<file path="config.mk">
export PLATFORM = sky130hd
export DESIGN_NAME = cirno_sequencer
export DESIGN_NICKNAME = d
export VERILOG_FILES = /design/src/rtl/cirno_sequencer.sv
export SDC_FILE = /design/constraint.sdc
export NUM_CORES = 1
export LEC_CHECK = 0
export BUFFER_PORTS_ARGS = -buffer_cell sky130_fd_sc_hd__buf_4
export CORE_MARGIN = 5
export CORE_UTILIZATION = 24
export CTS_CLUSTER_DIAMETER = 150
export DETAILED_ROUTE_END_ITERATION = 10
export GPL_ROUTABILITY_DRIVEN = 0
export GPL_TIMING_DRIVEN = 0
export PLACE_DENSITY = 0.53
export SLEW_MARGIN = 5
export SYNTH_ARGS = -nofsm -noshare
export SYNTH_HDL_FRONTEND = slang
export SYNTH_SLANG_ARGS = --single-unit
</file>
<file path="constraint.sdc">
create_clock -name clk -period 2.3 [get_ports clk]
set_input_delay 0.46 -clock clk [delete_from_list [all_inputs] [get_ports clk]]
set_output_delay 0.46 -clock clk [all_outputs]
set_load 0.01 [all_outputs]
</file>
<file path="src/rtl/cirno_sequencer.sv">
// Purpose: multi-cycle control FSM for the 9-bit Cirno core; owns the PC and retire counter.
// Latency: ALU/mov 4 cycles, branch 3, store 4 (+waits), load 5 (+waits) with ready held high.
// Backpressure: holds fetch_en / dmem_*_en until ready; faults and halts after MEM_TIMEOUT cycles.
//
// Ports:
//   clk, rst_n            clock, asynchronous active-low reset
//   start                 begin execution at PC 0 (sampled only in IDLE/HALT)
//   imem_ready/dmem_ready instruction word valid / data access complete
//   inst_type, branch, branchi, done, immediate   registered decoder outputs
//   reg_target            register value used by register-target branches
//   pc                    current instruction address
//   fetch_en, decoder_en, alu_en, dmem_rd_en, dmem_wr_en, reg_wr_en   unit enables
//   busy, halted, fault   status (fault is sticky until the next start)
//   inst_count            retired instruction count, wraps at 2^16
// Build option: define CIRNO_SEQ_STEP_EN to add the step input and a PAUSE state
// entered after every retire that would otherwise return to FETCH.

module cirno_sequencer #(
  parameter int PC_W        = 8,
  parameter int IMM_W       = 6,
  parameter int MEM_TIMEOUT = 15
) (
  input  logic             clk,
  input  logic             rst_n,
  input  logic             start,
`ifdef CIRNO_SEQ_STEP_EN
  input  logic             step,
`endif
  input  logic             imem_ready,
  input  logic             dmem_ready,
  input  logic [2:0]       inst_type,
  input  logic             branch,
  input  logic             branchi,
  input  logic             done,
  input  logic [IMM_W-1:0] immediate,
  input  logic [PC_W-1:0]  reg_target,
  output logic [PC_W-1:0]  pc,
  output logic             fetch_en,
  output logic             decoder_en,
  output logic             alu_en,
  output logic             dmem_rd_en,
  output logic             dmem_wr_en,
  output logic             reg_wr_en,
  output logic             busy,
  output logic             halted,
  output logic             fault,
  output logic [15:0]      inst_count
);

  typedef enum logic [2:0] {
    S_IDLE,
    S_FETCH,
    S_DECODE,
    S_EXEC,
    S_MEM,
    S_WB,
    S_HALT
`ifdef CIRNO_SEQ_STEP_EN
    , S_PAUSE
`endif
  } state_t;

  // Where a retiring instruction goes when it does not halt the core.
`ifdef CIRNO_SEQ_STEP_EN
  localparam state_t RET_ST    = S_PAUSE;
  localparam logic   RET_FETCH = 1'b0;
`else
  localparam state_t RET_ST    = S_FETCH;
  localparam logic   RET_FETCH = 1'b1;
`endif

  localparam int TMO_W = $clog2(MEM_TIMEOUT + 1);

  state_t            state;
  logic [TMO_W-1:0]  tmo_cnt;
  logic              mem_load;
  logic [PC_W-1:0]   pc_inc;
  logic [PC_W-1:0]   pc_rel;
  logic [PC_W-1:0]   imm_sext;
  logic              tmo_hit;

  assign pc_inc   = pc + PC_W'(1);
  assign imm_sext = {{(PC_W-IMM_W){immediate[IMM_W-1]}}, immediate};
  assign pc_rel   = pc + imm_sext;
  // Counter starts at 0 on entry, so the last waiting cycle is MEM_TIMEOUT-1.
  assign tmo_hit  = (tmo_cnt == TMO_W'(MEM_TIMEOUT - 1));

`ifdef CIRNO_SEQ_STEP_EN
  logic step_q;
  always_ff @(posedge clk or negedge rst_n) begin
    if (!rst_n) step_q <= 1'b0;
    else        step_q <= step;
  end
`endif

  // All outputs are registered alongside the state they belong to: each
  // transition sets the enables of the state being entered.
  always_ff @(posedge clk or negedge rst_n) begin
    if (!rst_n) begin
      state      <= S_IDLE;
      pc         <= '0;
      inst_count <= '0;
      fault      <= 1'b0;
      tmo_cnt    <= '0;
      mem_load   <= 1'b0;
      fetch_en   <= 1'b0;
      decoder_en <= 1'b0;
      alu_en     <= 1'b0;
      dmem_rd_en <= 1'b0;
      dmem_wr_en <= 1'b0;
      reg_wr_en  <= 1'b0;
      busy       <= 1'b0;
      halted     <= 1'b0;
    end else begin
      // Single-cycle strobes and the wait counter clear unless re-armed below;
      // only the waiting branches of FETCH and MEM advance the counter.
      decoder_en <= 1'b0;
      alu_en     <= 1'b0;
      reg_wr_en  <= 1'b0;
      tmo_cnt    <= '0;

      case (state)
        S_IDLE, S_HALT: begin
          if (start) begin
            state      <= S_FETCH;
            pc         <= '0;
            inst_count <= '0;
            fault      <= 1'b0;
            fetch_en   <= 1'b1;
            busy       <= 1'b1;
            halted     <= 1'b0;
          end
        end

        S_FETCH: begin
          if (imem_ready) begin
            state      <= S_DECODE;
            fetch_en   <= 1'b0;
            decoder_en <= 1'b1;
          end else if (tmo_hit) begin
            state    <= S_HALT;
            fault    <= 1'b1;
            fetch_en <= 1'b0;
            busy     <= 1'b0;
            halted   <= 1'b1;
          end else begin
            tmo_cnt <= tmo_cnt + TMO_W'(1);
          end
        end

        S_DECODE: state <= S_EXEC;

        S_EXEC: begin
          if (done) begin
            state      <= S_HALT;
            inst_count <= inst_count + 16'd1;
            busy       <= 1'b0;
            halted     <= 1'b1;
          end else begin
            case (inst_type)
              3'd1: begin
                // ALU result is written back in the same WB cycle it is computed.
                state     <= S_WB;
                alu_en    <= 1'b1;
                reg_wr_en <= 1'b1;
              end
              3'd4: begin
                state     <= S_WB;
                reg_wr_en <= 1'b1;
              end
              3'd2: begin
                pc         <= branchi ? pc_rel : pc_inc;
                inst_count <= inst_count + 16'd1;
                state      <= RET_ST;
                fetch_en   <= RET_FETCH;
              end
              3'd3: begin
                pc         <= branch ? reg_target : pc_inc;
                inst_count <= inst_count + 16'd1;
                state      <= RET_ST;
                fetch_en   <= RET_FETCH;
              end
              3'd5: begin
                state      <= S_MEM;
                mem_load   <= 1'b0;
                dmem_wr_en <= 1'b1;
              end
              3'd6: begin
                state      <= S_MEM;
                mem_load   <= 1'b1;
                dmem_rd_en <= 1'b1;
              end
              default: begin
                // Illegal class: skip it without retiring.
                fault    <= 1'b1;
                pc       <= pc_inc;
                state    <= S_FETCH;
                fetch_en <= 1'b1;
              end
            endcase
          end
        end

        S_MEM: begin
          if (dmem_ready) begin
            dmem_rd_en <= 1'b0;
            dmem_wr_en <= 1'b0;
            if (mem_load) begin
              state     <= S_WB;
              reg_wr_en <= 1'b1;
            end else begin
              pc         <= pc_inc;
              inst_count <= inst_count + 16'd1;
              state      <= RET_ST;
              fetch_en   <= RET_FETCH;
            end
          end else if (tmo_hit) begin
            state      <= S_HALT;
            fault      <= 1'b1;
            dmem_rd_en <= 1'b0;
            dmem_wr_en <= 1'b0;
            busy       <= 1'b0;
            halted     <= 1'b1;
          end else begin
            tmo_cnt <= tmo_cnt + TMO_W'(1);
          end
        end

        S_WB: begin
          pc         <= pc_inc;
          inst_count <= inst_count + 16'd1;
          state      <= RET_ST;
          fetch_en   <= RET_FETCH;
        end

`ifdef CIRNO_SEQ_STEP_EN
        S_PAUSE: begin
          if (step && !step_q) begin
            state    <= S_FETCH;
            fetch_en <= 1'b1;
          end
        end
`endif

        default: begin
          state    <= S_IDLE;
          fetch_en <= 1'b0;
          busy     <= 1'b0;
          halted   <= 1'b0;
        end
      endcase
    end
  end

endmodule

</file>
==> results of run 1 <==
## per-stage QoR
stage | instance area, um2 | instances | power (uW)
detailed placement | 3664 | 604 | 2993
CTS | 3921 | 616 | 3969
finish | 3984 | 621 | 4037
global route | 3984 | 621 | 4334
global placement | 3664 | 604 | 2967
floorplan | 3035 | 377 | 2321
## how the worst max path moves through the flow
| stage | to | from | cells past startpoint | slack, ns |
|---|---|---|---|---|
| final | inst_count[12] | state[0] | 6 | 0.05 |
| after floorplan | inst_count[8] | start | 8 | -0.05 |
| after global routing | pc[5] | state[1] | 7 | -0.04 |
| after detailed placement | inst_count[10] | state[0] | 9 | -0.43 |
| after global placement | inst_count[12] | state[0] | 9 | -0.41 |
| after CTS | inst_count[12] | state[0] | 6 | 0.02 |
## cell type report
type | instances | area [um2]
Multi-Input combinational cell | 304 | 1944
Inverter | 12 | 48.80
Clock buffer | 6 | 138.9
Sequential cell | 41 | 1032
Timing Repair Buffer | 66 | 508.0
Buffer | 18 | 82.58
Clock inverter | 2 | 13.76
Fill cell | 1301 | 8482
Tap cell | 172 | 215.2
## sequential cells by signal (all words and copies together), names as in the netlist
signal,cells
inst_count,16
pc,8
tmo_cnt,4
state,3
alu_en,1
busy,1
decoder_en,1
dmem_rd_en,1
dmem_wr_en,1
fault,1
fetch_en,1
halted,1
mem_load,1
reg_wr_en,1
## cells in the mapped netlist (5+ instances only)
cell type	instances
a211oi_1	6
a21oi_1	30
and3_1	5
clkbuf_1	16
dfrtp_1	41
ha_1	11
inv_1	12
nand2_1	30
nand2b_1	11
nand3_1	13
nor2_1	44
nor3_1	12
o21ai_0	38
or3_1	8
xnor2_1	14
xor2_1	9
## cell families (layout without fill, tap and decap cells)
kind of cell | Yosys count | count (layout) | synth area share
AO/OA/AOI/OAI | 122 | 122 | 0.2611
XOR/XNOR | 23 | 23 | 0.06672
adder cells (fa/ha/maj) | 12 | 12 | 0.05222
buffers and inverters | 33 | 104 | 0.04351
flip-flops | 41 | 41 | 0.3398
AND/OR/NAND/NOR | 146 | 147 | 0.2366
## power groups by stage
stage / Sequential (uW) / Combinational [uW] / Clock [uW]
2_1_floorplan: 1080 / 1250 / 0
3_3_place_gp: 1070 / 1900 / 0
3_5_place_dp: 1070 / 1920 / 0
4_1_cts: 1070 / 2140 / 764
5_1_grt: 1100 / 2450 / 781
6_report: 1070 / 2220 / 746
## metal layers
metal	vias to the layer above	share of wire	global-route usage
li1	1531	-	-
met1	1536	0.46	0.1718
met2	78	0.48	0.2131
met3	17	0.036	0.01950
met4	0	0.021	0.05038
met5	-	0	0
## what timing repair did
item	CTS	global route
resized for setup	15	11
pin swaps	6	1
endpoints found under the hold margin	0	0
cloned	0	1
buffers inserted	7	4
endpoints found under the setup margin	20	9
==> impl_metrics.json, run 1 <==
{
  "share_seq_of_total_power": 0.266,
  "die_h_um": 122.2,
  "fp.coreArea_mm2": 0.01247,
  "fin_util": 0.3196,
  "critPathMostFrequentCell": "a21oi_2",
  "pre_cts_ws_ns": -0.4334,
  "synth_enable_flop_cells": 0,
  "worstSetupStartpointType": "flip-flop",
  "avgRoutedWirePerCell_um": 15.70,
  "nets": 485,
  "area_delta_synth_final_pct": 31.95,
  "synth.top_cell.area_share": 0.3398,
  "intPower_uw": 2234,
  "cts.clk_slew.worst_paths_ns": 0.07,
  "htreeDepth": 2,
  "critPathTopFamily": "simple AND/OR/NAND/NOR gates",
  "dr_total_vias": 3162,
  "hp-class": "in -> async",
  "syn_inst": 377,
  "num_antenna_cells": 0,
  "die_x_um": 122.2,
  "required_ns": 2.51,
  "drive_gt1_frac": 0.2316,
  "hold_viol": 0,
  "numCtsBuffers": 5,
  "path_max_fanout": 6,
  "holdWs_ns": 0.1692,
  "drt-total-wl_um": 9748,
  "reg2reg_to": "inst_count[12]",
  "grt_overflow": 0,
  "final_antenna_net_count": 0,
  "dr.pass1.iters": 4,
  "setup_viol": 0,
  "root_buffer": "clkbuf_16",
  "grt_pass1_wl_um": 15620,
  "die-area_mm2": 0.01492,
  "pwr-share-comb": 0.549,
  "path_buf_inv": 0,
  "ir_worst_vdd_uv": 423.2,
  "drv_slew": 0,
  "grt_max_degree": 42,
  "power_density_mw_per_mm2": 1013,
  "grt_pass1_vias": 3073,
  "status": "completed",
  "maxCapViolCount": 0,
  "leakage_uw": 0.001681,
  "relSlewSlack": 0.6145,
  "layout_min_cycle_time_ns": 2.251,
  "clockBufferDepth": 2,
  "rsz0062_at_grt": "true",
  "fin_skew_ns": 0.006157,
  "async_flop_share": 1.000,
  "hold_buffers": 0,
  "syn_nets": 414,
  "routed_via_density": 5.092,
  "setup-tns-final_ns": 0,
  "max_freq_ghz": 0.4443,
  "ys_types": 57,
  "cp-end-kind": "flip-flop",
  "antenna_found_initial": 0,
  "synth_area_leaders": "dfrtp_1 (34%), o21ai_0 (6.3%), nor2_1 (5.5%), a21oi_1 (5.0%), ha_1 (4.6%)",
  "hpwl_um": 6925,
  "crit_arrival_ns": 2.46,
  "numPortBuffers": 55,
  "cp_slowest_cell": "or4_4",
  "worstSetupPathType": "reg -> reg",
  "clkPwrFrac": 0.185,
  "reg2reg_slack_ns": 0.05,
  "setup_slack_ns": 0.04934,
  "synth-seq-cells": 41,
  "worstMarginPinSlew_ns": 0.5782,
  "ff2ff_path_depth": 6,
  "slowest_delay_ns": 0.54,
  "yosysWarnings": 0,
  "timing.rr.start": "state[0]",
  "p_switching_uw": 1803,
  "avgSynthCellArea_um2": 8.008,
  "cts_sinks": 41,
  "yosysTopAreaCell": "dfrtp_1",
  "cts_tree": "built",
  "ios": 58,
  "drc": 0,
  "insertion_delay_ns": 0.29,
  "ys_seq_area_frac": 0.3398,
  "swShare": 0.4466,
  "fin_crit_sh": 0.9785,
  "synth_top_flop_cell": "dfrtp_1",
  "gr-usage-all-layers": 0.1298,
  "syn_area_mm2": 0.003019,
  "mostFrequentLayoutCells": "buf_4 (65), nor2_1 (42), o21ai_0 (38)",
  "crit_chain": "or3b_1, a21oi_2, o22ai_4, or4_4, or3_1, a21oi_2",
  "final_common_cell": "buf_4",
  "initialDrtViolationCount": 220,
  "start_util": 0.2422,
  "num_rows": 41
}
No activity file was read; power rests on OpenSTA's default activity.
==> inputs of run 2 (changes only) <==
Settings changed: CORE_UTILIZATION 24 to 35, CTS_CLUSTER_SIZE from default to 14, PLACE_DENSITY 0.53 to 0.67.
==> impl_metrics.json, run 2 (same netlist as run 1, synthesis figures left out) <==
{
  "die-area_mm2": 0.01058,
  "timing.rr.start": "state[1]",
  "required_ns": 2.53,
  "cp_slowest_cell": "or4_4",
  "hp-class": "in -> async",
  "clkPwrFrac": 0.158,
  "root_buffer": "clkbuf_8",
  "status": "completed",
  "grt_overflow": 0,
  "area_delta_synth_final_pct": 27.52,
  "pwr-share-comb": 0.559,
  "setup_viol": 0,
  "die_x_um": 102.9,
  "largest_reg_flops": 16,
  "start_util": 0.3638,
  "worstMarginPinSlew_ns": 0.5243,
  "setup_slack_ns": 0.04464,
  "antenna_found_initial": 0,
  "dr.pass1.iters": 5,
  "num_rows": 33,
  "grt_max_degree": 42,
  "htreeDepth": 2,
  "p_switching_uw": 1724,
  "num_antenna_cells": 0,
  "cp-end-kind": "flip-flop",
  "hold_buffers": 0,
  "final_common_cell": "buf_4",
  "avgRoutedWirePerCell_um": 15.68,
  "dr_total_vias": 3118,
  "ir_worst_vdd_uv": 444.3,
  "swShare": 0.4526,
  "max_freq_ghz": 0.4434,
  "grt_pass1_vias": 2985,
  "fin_skew_ns": 0.009114,
  "final_antenna_net_count": 0,
  "cts.clk_slew.worst_paths_ns": 0.09,
  "reg2reg_to": "inst_count[10]",
  "path_max_fanout": 8,
  "drc": 0,
  "drt-total-wl_um": 8657,
  "fin_crit_sh": 0.9806,
  "layout_min_cycle_time_ns": 2.255,
  "leakage_uw": 0.001655,
  "cts_tree": "built",
  "numCtsBuffers": 5,
  "initialDrtViolationCount": 269,
  "critPathTopFamily": "simple AND/OR/NAND/NOR gates",
  "fp.coreArea_mm2": 0.008299,
  "rsz0062_at_grt": "true",
  "ios": 58,
  "nets": 483,
  "reg2reg_slack_ns": 0.04,
  "share_seq_of_total_power": 0.284,
  "mostFrequentLayoutCells": "buf_4 (65), nor2_1 (42), dfrtp_1 (38)",
  "crit_arrival_ns": 2.49,
  "ff2ff_path_depth": 6,
  "pre_cts_ws_ns": -0.3760,
  "grt_pass1_wl_um": 14460,
  "cts_sinks": 41,
  "hold_viol": 0,
  "routed_via_density": 5.649,
  "holdWs_ns": 0.1268,
  "top_regs": "inst_count (16), pc (8), tmo_cnt (4)",
  "power_density_mw_per_mm2": 989.2,
  "worstSetupStartpointType": "flip-flop",
  "die_h_um": 102.9,
  "intPower_uw": 2085,
  "relSlewSlack": 0.6505,
  "numPortBuffers": 55,
  "path_buf_inv": 0,
  "hpwl_um": 6225,
  "fin_util": 0.4639,
  "slowest_delay_ns": 0.54,
  "worstSetupPathType": "reg -> reg",
  "gr-usage-all-layers": 0.1676,
  "drive_gt1_frac": 0.2260,
  "clockBufferDepth": 2,
  "insertion_delay_ns": 0.30,
  "crit_chain": "or3b_4, a21oi_4, o22ai_4, or4_4, or3_4, a21oi_2",
  "top_register": "inst_count",
  "maxCapViolCount": 0,
  "drv_slew": 0
}
[run 2: changes by cell type in the layout (fill, tap and decap cells not counted), moves of 2 or more]
| cell | change |
|---|---|
| o21ai_1 | +2 |
| clkbuf_8 | +4 |
| dfrtp_1 | +2 |
| dfrtp_2 | -2 |
| clkbuf_16 | -5 |
| a21oi_2 | -2 |
| o21ai_0 | -2 |
[run 2: area by class of cell]
| class | instances | area, um2 |
|---|---|---|
| repair buffers | 65 | 488.0 |
| well taps | 105 | 131.4 |
| multi-input cells | 303 | 1958 |
| fillers | 835 | 4449 |
| plain buffers | 18 | 82.58 |
| flip-flops and latches | 41 | 1030 |
| clock inverters | 3 | 46.29 |
| inverters | 12 | 45.04 |
| clock buffers | 5 | 68.82 |
[run 2: how the worst max path moves through the flow]
stage                        start             end  slack [ns]  depth (start not counted)
after floorplan              start   inst_count[8]       -0.05                          8
after global placement    state[0]  inst_count[14]       -0.35                          9
after detailed placement  state[0]  inst_count[10]       -0.38                          9
after CTS                 state[0]  inst_count[10]       -0.08                          7
after global routing         pc[0]           pc[4]       -0.01                          8
final                     state[1]  inst_count[10]        0.04                          6
[run 2: timing repair]
action | 4_1_cts | 5_1_grt
setup endpoints to repair | 16 | 16
setup buffers | 7 | 3
pin swaps | 6 | 9
resized for setup | 15 | 14
[run 2: through the flow]
| stage | instance area, um2 | setup TNS [ns] | cells | power (uW) |
|---|---|---|---|---|
| finish | 3850 | 0 | 552 | 3808 |
| detailed placement | 3580 | -2.729 | 537 | 2949 |
| floorplan | 3035 | -0.1996 | 377 | 2321 |
| CTS | 3782 | -0.1648 | 550 | 3698 |
| global placement | 3580 | -2.600 | 537 | 2918 |
| global route | 3850 | -0.02249 | 552 | 4105 |
[run 2: power groups by stage]
stage	combinational, uW	sequential (uW)	clock [uW]
finish	2130	1080	600
global route	2360	1110	642
CTS	2010	1070	619
detailed placement	1880	1070	0
global placement	1850	1070	0
floorplan	1250	1080	0
[run 2: per-layer routing]
metal / vias to the layer above / GRT usage / wire, um / part of all wire
li1: 1513 / - / - / -
met1: 1486 / 0.2440 / 3955 / 0.46
met2: 107 / 0.2622 / 4187 / 0.48
met3: 12 / 0.02503 / 428 / 0.049
met4: 0 / 0.04084 / 85 / 0.0098
met5: - / 0 / 0 / 0
